**src/rtl/seg_pkg.sv**
```systemverilog
// seg_pkg -- shared constants and types for the seg_scan4 display scanner.
//   NUM_DIGITS : number of multiplexed digits
//   AN_OFF     : active-low anode pattern with every digit off
//   SEG_OFF    : active-low segment pattern with every segment off
//   HEX_TABLE  : active-high {a,b,c,d,e,f,g} pattern per hex nibble
//   phase_e    : position inside a digit slot (blanking or lit)
package seg_pkg;

  localparam int NUM_DIGITS = 4;

  localparam logic [3:0] AN_OFF  = 4'hF;
  localparam logic [6:0] SEG_OFF = 7'h7F;

  // Index 15 is leftmost, so entry n is the pattern for nibble n.
  localparam logic [15:0][6:0] HEX_TABLE = {
    7'h47, 7'h4F, 7'h3D, 7'h4E, 7'h1F, 7'h77, 7'h7B, 7'h7F,
    7'h70, 7'h5F, 7'h5B, 7'h33, 7'h79, 7'h6D, 7'h30, 7'h7E
  };

  typedef enum logic {
    PH_BLANK = 1'b0,
    PH_ON    = 1'b1
  } phase_e;

  // Active-low anode vector selecting a single digit.
  function automatic logic [3:0] anode_select_n(input logic [1:0] digit);
    return ~(4'b0001 << digit);
  endfunction

endpackage

```
**src/rtl/seg_scan4_if.sv**
```systemverilog
// seg_scan4_if -- load channel of the display scanner.
//   value    : four hex nibbles, value[3:0] is the rightmost digit
//   dp       : decimal point per digit, active-high
//   en       : digit enable per digit, active-high
//   load     : single-cycle request to capture value/dp/en
//   load_ack : one-cycle pulse when a captured request reaches the display
// master drives the request, slave is the scanner.
interface seg_scan4_if;
  import seg_pkg::*;

  logic [4*NUM_DIGITS-1:0] value;
  logic [NUM_DIGITS-1:0]   dp;
  logic [NUM_DIGITS-1:0]   en;
  logic                    load;
  logic                    load_ack;

  modport master (
    output value, dp, en, load,
    input  load_ack
  );

  modport slave (
    input  value, dp, en, load,
    output load_ack
  );

endinterface

```
**src/rtl/seg_hex_decode.sv**
```systemverilog
// seg_hex_decode -- combinational hex nibble to active-high 7-segment pattern.
//   nibble  : 4-bit hex digit
//   pattern : {a,b,c,d,e,f,g}, active-high
module seg_hex_decode
  import seg_pkg::*;
(
  input  logic [3:0] nibble,
  output logic [6:0] pattern
);

  // Table lookup; every nibble value has an entry.
  always_comb begin
    pattern = HEX_TABLE[nibble];
  end

endmodule

```
**src/rtl/seg_scan4.sv**
```systemverilog
// seg_scan4 -- four-digit multiplexed 7-segment scanner with frame-aligned
// content updates.
//   clk, rst    : single rising-edge clock, synchronous active-high reset
//   bus         : load channel (value/dp/en/load in, load_ack out)
//   frame_start : one-cycle pulse when the scan wraps digit 3 -> digit 0
//   an          : anodes, active-low, an[i] drives digit i
//   seg         : segments {a..g} on seg[6:0], active-low
//   dp_n        : decimal point, active-low
// Loads are parked in a pending register and only copied into the shown
// register at a frame boundary, so one frame never mixes two loads.
module seg_scan4
  import seg_pkg::*;
#(
  parameter int DIGIT_CYCLES = 100000,
  parameter int BLANK_CYCLES = 1000
) (
  input  logic        clk,
  input  logic        rst,
  seg_scan4_if.slave  bus,
  output logic        frame_start,
  output logic [3:0]  an,
  output logic [6:0]  seg,
  output logic        dp_n
);

  localparam int CW = $clog2(DIGIT_CYCLES);
  localparam logic [CW-1:0] CNT_LAST  = CW'(DIGIT_CYCLES - 1);
  localparam logic [CW-1:0] CNT_BLANK = CW'(BLANK_CYCLES);

  logic [CW-1:0]           cnt_r;
  logic [1:0]              digit_r;
  logic                    pending_r;
  logic [4*NUM_DIGITS-1:0] pend_val_r;
  logic [NUM_DIGITS-1:0]   pend_dp_r;
  logic [NUM_DIGITS-1:0]   pend_en_r;
  logic [4*NUM_DIGITS-1:0] shown_val_r;
  logic [NUM_DIGITS-1:0]   shown_dp_r;
  logic [NUM_DIGITS-1:0]   shown_en_r;
  logic [3:0]              an_r;
  logic [6:0]              seg_r;
  logic                    dp_n_r;
  logic                    frame_start_r;
  logic                    load_ack_r;

  phase_e                  phase_s;
  logic [3:0]              nibble_s;
  logic [6:0]              pattern_s;
  logic                    slot_end_s;
  logic                    boundary_s;
  logic                    adopt_s;

  // Slot phase, digit nibble select and frame-boundary detection.
  always_comb begin
    phase_s    = PH_ON;
    nibble_s   = shown_val_r[3:0];
    slot_end_s = (cnt_r == CNT_LAST);
    boundary_s = slot_end_s && (digit_r == 2'd3);
    // Adoption uses the pending flag as it stood before this edge, so a load
    // arriving now stays pending for the following frame.
    adopt_s    = boundary_s && pending_r;
    if (cnt_r < CNT_BLANK) begin
      phase_s = PH_BLANK;
    end else begin
      phase_s = PH_ON;
    end
    case (digit_r)
      2'd0:    nibble_s = shown_val_r[3:0];
      2'd1:    nibble_s = shown_val_r[7:4];
      2'd2:    nibble_s = shown_val_r[11:8];
      2'd3:    nibble_s = shown_val_r[15:12];
      default: nibble_s = shown_val_r[3:0];
    endcase
  end

  seg_hex_decode u_decode (
    .nibble  (nibble_s),
    .pattern (pattern_s)
  );

  // Slot counter, digit index, pending capture and frame-boundary adoption.
  always_ff @(posedge clk) begin
    if (rst) begin
      cnt_r         <= {CW{1'b0}};
      digit_r       <= 2'd0;
      pending_r     <= 1'b0;
      pend_val_r    <= 16'h0000;
      pend_dp_r     <= 4'h0;
      pend_en_r     <= 4'h0;
      shown_val_r   <= 16'h0000;
      shown_dp_r    <= 4'h0;
      shown_en_r    <= 4'h0;
      frame_start_r <= 1'b0;
      load_ack_r    <= 1'b0;
    end else begin
      if (slot_end_s) begin
        cnt_r   <= {CW{1'b0}};
        digit_r <= digit_r + 2'd1;
      end else begin
        cnt_r   <= cnt_r + CW'(1);
      end
      frame_start_r <= boundary_s;
      load_ack_r    <= adopt_s;
      if (adopt_s) begin
        shown_val_r <= pend_val_r;
        shown_dp_r  <= pend_dp_r;
        shown_en_r  <= pend_en_r;
      end
      if (bus.load) begin
        pend_val_r <= bus.value;
        pend_dp_r  <= bus.dp;
        pend_en_r  <= bus.en;
        pending_r  <= 1'b1;
      end else if (adopt_s) begin
        pending_r  <= 1'b0;
      end
    end
  end

  // Registered display drive from the current slot state.
  always_ff @(posedge clk) begin
    if (rst) begin
      an_r   <= AN_OFF;
      seg_r  <= SEG_OFF;
      dp_n_r <= 1'b1;
    end else if (phase_s == PH_BLANK) begin
      an_r   <= AN_OFF;
      seg_r  <= SEG_OFF;
      dp_n_r <= 1'b1;
    end else begin
      an_r   <= shown_en_r[digit_r] ? anode_select_n(digit_r) : AN_OFF;
      seg_r  <= ~pattern_s;
      dp_n_r <= ~shown_dp_r[digit_r];
    end
  end

  assign an           = an_r;
  assign seg          = seg_r;
  assign dp_n         = dp_n_r;
  assign frame_start  = frame_start_r;
  assign bus.load_ack = load_ack_r;

endmodule

```
**src/flat_wrapper.sv**
```systemverilog
// flat-port wrapper written by rule: the top's interface ports become plain ports
module seg_scan4_flat import seg_pkg::*;
#(
  parameter int DIGIT_CYCLES = 100000,
  parameter int BLANK_CYCLES = 1000
)
  (clk, rst, frame_start, an, seg, dp_n, bus_value, bus_dp, bus_en, bus_load, bus_load_ack);
  seg_scan4_if bus_i ();
  input  logic clk;
  input  logic rst;
  output logic frame_start;
  output logic [3:0] an;
  output logic [6:0] seg;
  output logic dp_n;
  input wire logic [$bits(bus_i.value)-1:0] bus_value;
  input wire logic [$bits(bus_i.dp)-1:0] bus_dp;
  input wire logic [$bits(bus_i.en)-1:0] bus_en;
  input wire logic [$bits(bus_i.load)-1:0] bus_load;
  output wire logic [$bits(bus_i.load_ack)-1:0] bus_load_ack;
  assign bus_i.value = bus_value;
  assign bus_i.dp = bus_dp;
  assign bus_i.en = bus_en;
  assign bus_i.load = bus_load;
  assign bus_load_ack = bus_i.load_ack;
  seg_scan4 #(.DIGIT_CYCLES(DIGIT_CYCLES), .BLANK_CYCLES(BLANK_CYCLES)) u_core (.clk(clk), .rst(rst), .bus(bus_i), .frame_start(frame_start), .an(an), .seg(seg), .dp_n(dp_n));
endmodule
```
**config.mk**
```make
export PLATFORM = sky130hd
export DESIGN_NAME = seg_scan4_flat
export DESIGN_NICKNAME = d
export VERILOG_FILES = /design/src/rtl/seg_pkg.sv /design/src/rtl/seg_scan4_if.sv /design/src/rtl/seg_hex_decode.sv /design/src/rtl/seg_scan4.sv /design/src/flat_wrapper.sv
export SDC_FILE = /design/constraint.sdc
export NUM_CORES = 1
export LEC_CHECK = 0
export ABC_AREA = 1
export BUFFER_PORTS_ARGS = -buffer_cell sky130_fd_sc_hd__buf_2
export CAP_MARGIN = 0
export CORE_AREA = 2 2 89 91
export CTS_CLUSTER_DIAMETER = 40
export DETAILED_ROUTE_END_ITERATION = 10
export DIE_AREA = 0 0 91 93
export GPL_ROUTABILITY_DRIVEN = 0
export PLACE_DENSITY_LB_ADDON = 0.15
export SETUP_SLACK_MARGIN = 0.02
export SYNTH_ARGS = -nofsm -noshare
export SYNTH_HDL_FRONTEND = slang
export SYNTH_SLANG_ARGS = --single-unit
```
**constraint.sdc**
```tcl
create_clock -name clk -period 3.1 [get_ports clk]
set_clock_uncertainty 0.1 [all_clocks]
set_input_delay 0.62 -clock clk [delete_from_list [all_inputs] [get_ports clk]]
set_output_delay 0.62 -clock clk [all_outputs]
set_load 0.005 [all_outputs]
```
==> results of run 1 <==
[logic make-up (layout without fill, tap and decap cells)]
kind of cell,count (synthesis),count (layout)
AOI/OAI and AO/OA,67,67
xor gates and xnor gates,1,1
adders and majority gates,13,13
buffers and inverters,69,111
DFF,82,82
and+or+nand+nor,287,287
[through the flow]
step	hold WS [ns]	total power, uW
after global routing	0.377	1990
after detailed placement	0.345	1190
after floorplan	0.318	1160
after CTS	0.363	1930
final	0.362	1910
after global placement	0.329	1190
[area by class of cell]
class / instances / share of cell area
clock buffers: 12 / 0.0352
clock inverters: 3 / 0.00970
inverters: 54 / 0.0491
multi-input cells: 368 / 0.425
flip-flops and latches: 82 / 0.398
well taps: 102 / 0.0309
repair buffers: 42 / 0.0521
[sequential cells by signal, summed over array words and instances, names as in the netlist]
signal,flops
u_core.shown_dp_r,4
u_core.shown_en_r,4
u_core.frame_start,1
u_core.cnt_r,17
u_core.bus.load_ack,1
u_core.pend_en_r,4
u_core.digit_r,2
u_core.dp_n,1
u_core.seg,7
u_core.pend_val_r,16
u_core.pend_dp_r,4
u_core.shown_val_r,16
u_core.pending_r,1
u_core.an,4
[where the power goes]
group | switching, uW | total, uW | internal, uW
registers | 16.4 | 1090 | 1080
clock network | 354 | 742 | 388
logic | 42.7 | 70.9 | 28.2
total | 413 | 1910 | 1490
[metal layers]
| layer | track usage | vias up |
|---|---|---|
| met5 | 0 | - |
| met3 | 0.0371 | 13 |
| met1 | 0.232 | 1354 |
| li1 | - | 1686 |
| met2 | 0.313 | 58 |
| met4 | 0.0846 | 0 |
[worst min path at each step]
stage                          startpoint          endpoint  slack (ns)  cells after the start
after floorplan           u_core.cnt_r[0]   u_core.cnt_r[0]        0.32                      1
after global placement    u_core.cnt_r[0]   u_core.cnt_r[0]        0.33                      1
after detailed placement  u_core.cnt_r[0]   u_core.cnt_r[0]        0.34                      1
after CTS                 u_core.cnt_r[0]   u_core.cnt_r[0]        0.36                      1
after global routing                  rst  u_core.pending_r        0.38                      2
final                     u_core.cnt_r[0]   u_core.cnt_r[0]        0.36                      1
[cell usage in the layout, fill, tap and decap left out, drive strengths merged]
cell type,synthesis,routed
ha,13,13
clkbuf,7,12
nor3b,1,1
o22ai,3,3
nand3,17,17
buf,8,42
dfxtp,82,82
xor2,1,1
nor3,5,5
nor4,1,1
a21oi,22,22
nand4,4,4
o21ai,40,40
o211ai,1,1
or2,2,2
clkinv,1,3
nor2,127,127
inv,53,53
bufinv,0,1
a31oi,1,1
nand2,130,130
==> results.ini, run 1 <==
[route]
wl_per_cell_um=10.9
dr_wl_met2_um=3280
wl_met3_um=268
viasPerCell=4.69
top_layer=met4
wl_met1_um=3500
dr.pass1.iters=4
totalWireLength_um=7200
drc_errors=0
drt-initial-drc-count=100
vias=3111
detail-route-antenna-nets=0

[floorplanning]
die-area_um2=8460
num_io_pins=41
die_h_um=93
num_rows=32
die_w_um=91
coreArea_um2=7530
initial_core_util=0.491

[logic_synthesis]
synth_warnings=0
syn_avg_cell_area_um2=7.12
synthFlopType=dfxtp_1
yosysTopAreaCellShare=0.444
synth_top_cell_by_area=dfxtp_1
yosys_register_bits=82
yosys-top-cells-count=128 x nand2_1, 103 x nor2_1, 82 x dfxtp_1, 50 x inv_1, 38 x o21ai_0
synthMuxAreaShare=0
synth.top_cells.by_area=dfxtp_1 44%, nand2_1 13%, nor2_1 10%
synth_top_family_by_area=simple AND/OR/NAND/NOR gates
syn-cell-area_um2=3690
synthDistinctLibCells=32
post_synth_fa_ha_maj_area_fraction=0.0440
synth_compound_area_frac=0.0949
yosysMostFrequentCell=nand2_1
yosysSeqAreaShare=0.444
syn_nets=559
synthXorXnorAreaFrac=0.00237
async_reset_ff_frac=0
synthSimpleGateAreaFrac=0.334
syn_inst=519
synth-edff-count=0

[cts]
htreeDepth=3
clockBufferDepth=2
cts_hold_buffers=0
cts-resized-gates=0
worstSkewPairLatency_ns=0.34
cts_root_buf=clkbuf_8
numCtsBuffers=9
cts_sinks=82
cts_tree=yes
clkTransAtPathRegs_ns=0.08
post_cts_buffers=0

[layout]
final_area_um2=4130
layout-drive-gt1-share=0.162
seq_area_um2=1640
utilization=0.548
fin_nets=597
antenna_cells=0
syn2layout_area_growth_pct=11.8
multi_input_area_um2=1760
nFillCells=764
finalNonFillerCells=663

[global_routing]
grt_first_pass_wirelength_um=12800
gr-total-overflow=0
antenna_found_initial=0
grt_pass1_vias=2964
grt_usage=0.186
grt_max_degree=53

[critical_path]
crit_family=compound AO/OA/AOI/OAI gates
start_kind=flop
critPathRequiredTime_ns=3.23
rr_endpoint=u_core.seg[5]
crit_buf_inv=3
timing.rr.start=u_core.digit_r[0]
end_kind=flop
worstPathArrival_ns=2.71
endpoint=u_core.seg[5]
cp.depth=11
cp-startpoint=u_core.digit_r[0]
r2r_slack_ns=0.53
cp_max_fo=9
reg2regPathDepth=11
crit_chain=inv_1 > ha_1 > inv_1 > nand2_1 > o22ai_1 > inv_1 > ha_1 > nand2_1 > nor2_1 > a21oi_1 > nand2_1
crit_type=reg2reg
cpMaxStageDelayCell=dfxtp_1
cpPeakStageDelay_ns=0.46

[sta]
post-route-period-util=0.830
rsz0062_at_grt=false
layout_setup_ws_ns=0.527
fin_crit_ns=2.57
worstMarginPinSlew_ns=0.788
setup_viol=0
maxSlewViolCount=0
fmax_mhz=389
relSlewSlack=0.474
hold_viol=0
tns_ns=0

[pwr]
p_per_area_nw_per_um2=462
p_leak_uw=0.00189
max-vdd-ir-drop_mv=0.262

[placement]
hpwlAfterDp_um=5060
placed_cell_area_um2=3940
io_buffers=40
place_inst=648
place_ws_ns=0.551

[hold_path]
hp-class=reg2reg

[outcome]
status=finished clean

[run]
drv_cap=0

No activity file was read; power rests on OpenSTA's default activity.
==> run 2: changes to the inputs <==
clock period = 2.3 ns   (was 3.1 ns; I/O delays follow)
==> run 2 against run 1 <==
  * Global-route usage up 0.50 points
  * First-iteration DRC count up 4.0%
  * Maximum frequency up 27%
  * Die area unchanged
  * Core utilization up 0.95 points
  * Cell area up 1.7%
  * Worst setup slack worse by 0.25 ns
  * Largest power group unchanged
  * Register-to-register slack worse by 0.25 ns
==> results.ini, run 2 (synthesized netlist as in run 1, its figures left out) <==
[sta]
hold_viol=0  ; unchanged
worstMarginPinSlew_ns=0.428  ; -0.360 ns
fmax_mhz=495  ; +27%
setup_viol=0  ; unchanged
layout_setup_ws_ns=0.280  ; -0.247 ns
maxSlewViolCount=0  ; unchanged
fin_crit_ns=2.02  ; -0.553 ns
post-route-period-util=0.878  ; +0.0483
tns_ns=0  ; unchanged
rsz0062_at_grt=false
relSlewSlack=0.714  ; +0.240

[cts]
clkTransAtPathRegs_ns=0.08  ; about the same
numCtsBuffers=9  ; unchanged
clockBufferDepth=2  ; unchanged
worstSkewPairLatency_ns=0.35  ; about the same
cts_tree=yes
cts_root_buf=clkbuf_8
htreeDepth=3  ; unchanged
cts_sinks=82  ; unchanged

[global_routing]
gr-usage-met2=0.317  ; +0.00370
busiest_layer=met2
gr-total-overflow=0  ; unchanged
antenna_found_initial=0  ; unchanged
grt_usage=0.191  ; +0.00503
grtUsageMet3=0.0363  ; -0.000806
grt_first_pass_wirelength_um=13300  ; +3.4%
grt_pass1_vias=2992  ; +0.94%
grt_max_degree=30  ; -43%
grt_use_met1=0.243  ; +0.0106

[route]
vias=3086  ; -0.80%
detail-route-antenna-nets=0  ; unchanged
dr.pass1.iters=4  ; unchanged
viasPerCell=4.60  ; -2.0%
wl_per_cell_um=10.9  ; +0.18%
totalWireLength_um=7300  ; +1.4%
drt-initial-drc-count=104  ; +4.0%
drc_errors=0  ; unchanged

[critical_path]
worstPathArrival_ns=2.16  ; -0.55 ns
crit_chain=inv_2 > ha_1 > inv_2 > nand2_1 > o22ai_1 > inv_1 > ha_1 > nor2_1 > a21oi_1 > nand2_1
critPathRequiredTime_ns=2.44  ; -0.79 ns
crit_family=adder cells
cpMaxStageDelayCell=dfxtp_1
cp_max_fo=8  ; -1
crit_buf_inv=3  ; unchanged
cpPeakStageDelay_ns=0.39  ; -0.07 ns
start_kind=flop
end_kind=flop
crit_type=reg2reg

[layout]
reg.largest.list=u_core.cnt_r: 17 flops, u_core.pend_val_r: 16 flops, u_core.shown_val_r: 16 flops
fin_nets=604  ; +1.2%
antenna_cells=0  ; unchanged
layout_commonest_cell=nand2_1
final_cell_mix=128 x nand2_1, 103 x nor2_1, 81 x dfxtp_1
largest_reg_flops=17  ; unchanged
nFillCells=760  ; -0.52%
largest_register=u_core.cnt_r
syn2layout_area_growth_pct=13.7
layout-drive-gt1-share=0.183  ; +0.0206

[floorplanning]
die_w_um=91  ; unchanged
die-area_um2=8460  ; unchanged
die_h_um=93  ; unchanged
num_rows=32  ; unchanged
initial_core_util=0.491  ; unchanged
num_io_pins=41  ; unchanged
coreArea_um2=7530  ; unchanged

[pwr]
netSwitchingFraction=0.227  ; +0.0104
switchingPower_uw=595  ; +44%
power_frac_comb=0.037  ; about the same
p_clk_frac=0.400  ; +0.011
max-vdd-ir-drop_mv=0.415  ; +58%
p_leak_uw=0.00192  ; +2.0%
p_per_area_nw_per_um2=624  ; +35%
seqPwrFrac=0.563  ; -0.011
internal-power_uw=2030  ; +36%
p_total_uw=2620  ; +37%

[run]
drv_cap=0  ; unchanged

[placement]
io_buffers=40  ; unchanged
hpwlAfterDp_um=5250  ; +3.9%
place_ws_ns=0.178  ; -0.373 ns

[hold_path]
hp-class=in2reg

[outcome]
status=finished clean

-- run 2: worst paths after layout --
kind	start	to	slack, ns	depth (start not counted)
setup reg to reg	u_core.digit_r[0]	u_core.seg[5]	0.28	10
hold reg to reg	u_core.cnt_r[0]	u_core.cnt_r[0]	0.35	1
setup / recovery	u_core.digit_r[0]	u_core.seg[5]	0.28	10
hold / removal	rst	u_core.frame_start	0.22	2
-- run 2: power by group through the flow --
stage               combinational, uW  clock (uW)  sequential [uW]
floorplan                        62.4           0             1500
global placement                 97.3           0             1510
detailed placement               98.6           0             1510
CTS                              99.3        1090             1480
global route                      115        1140             1480
finish                           97.4        1050             1480
-- run 2: stage by stage --
step,util,hold slack (ns),cell area [um^2],instances
2_1_floorplan,-,0.318,3690,519
3_3_place_gp,0.531,0.328,4000,655
3_5_place_dp,0.531,0.336,4000,655
4_1_cts,0.558,0.207,4200,671
5_1_grt,0.558,0.219,4200,671
6_report,0.558,0.222,4200,671
-- run 2: timing repair --
action / in CTS / in global routing
hold buffers: 0 / 0
resized for setup: 0 / 3
setup buffers: 0 / 0
endpoints found under the hold margin: 0 / 0
endpoints found under the setup margin: 0 / 5
-- run 2: per-layer routing --
metal,part of all wire,routed length (um),up-vias
li1,-,-,1699
met1,0.48,3540,1321
met2,0.46,3380,55
met3,0.034,250,11
met4,0.018,131,0
met5,0,0,-
-- run 2: final cells by class --
cell class                      count  area (um^2)  share of cell area
Timing Repair Buffer               49          268              0.0638
Multi-Input combinational cell    368         1760               0.418
Tap cell                          102          128              0.0304
Clock inverter                      6         65.1              0.0155
Sequential cell                    82         1640               0.391
Clock buffer                       10          138              0.0328
Inverter                           54          203              0.0483
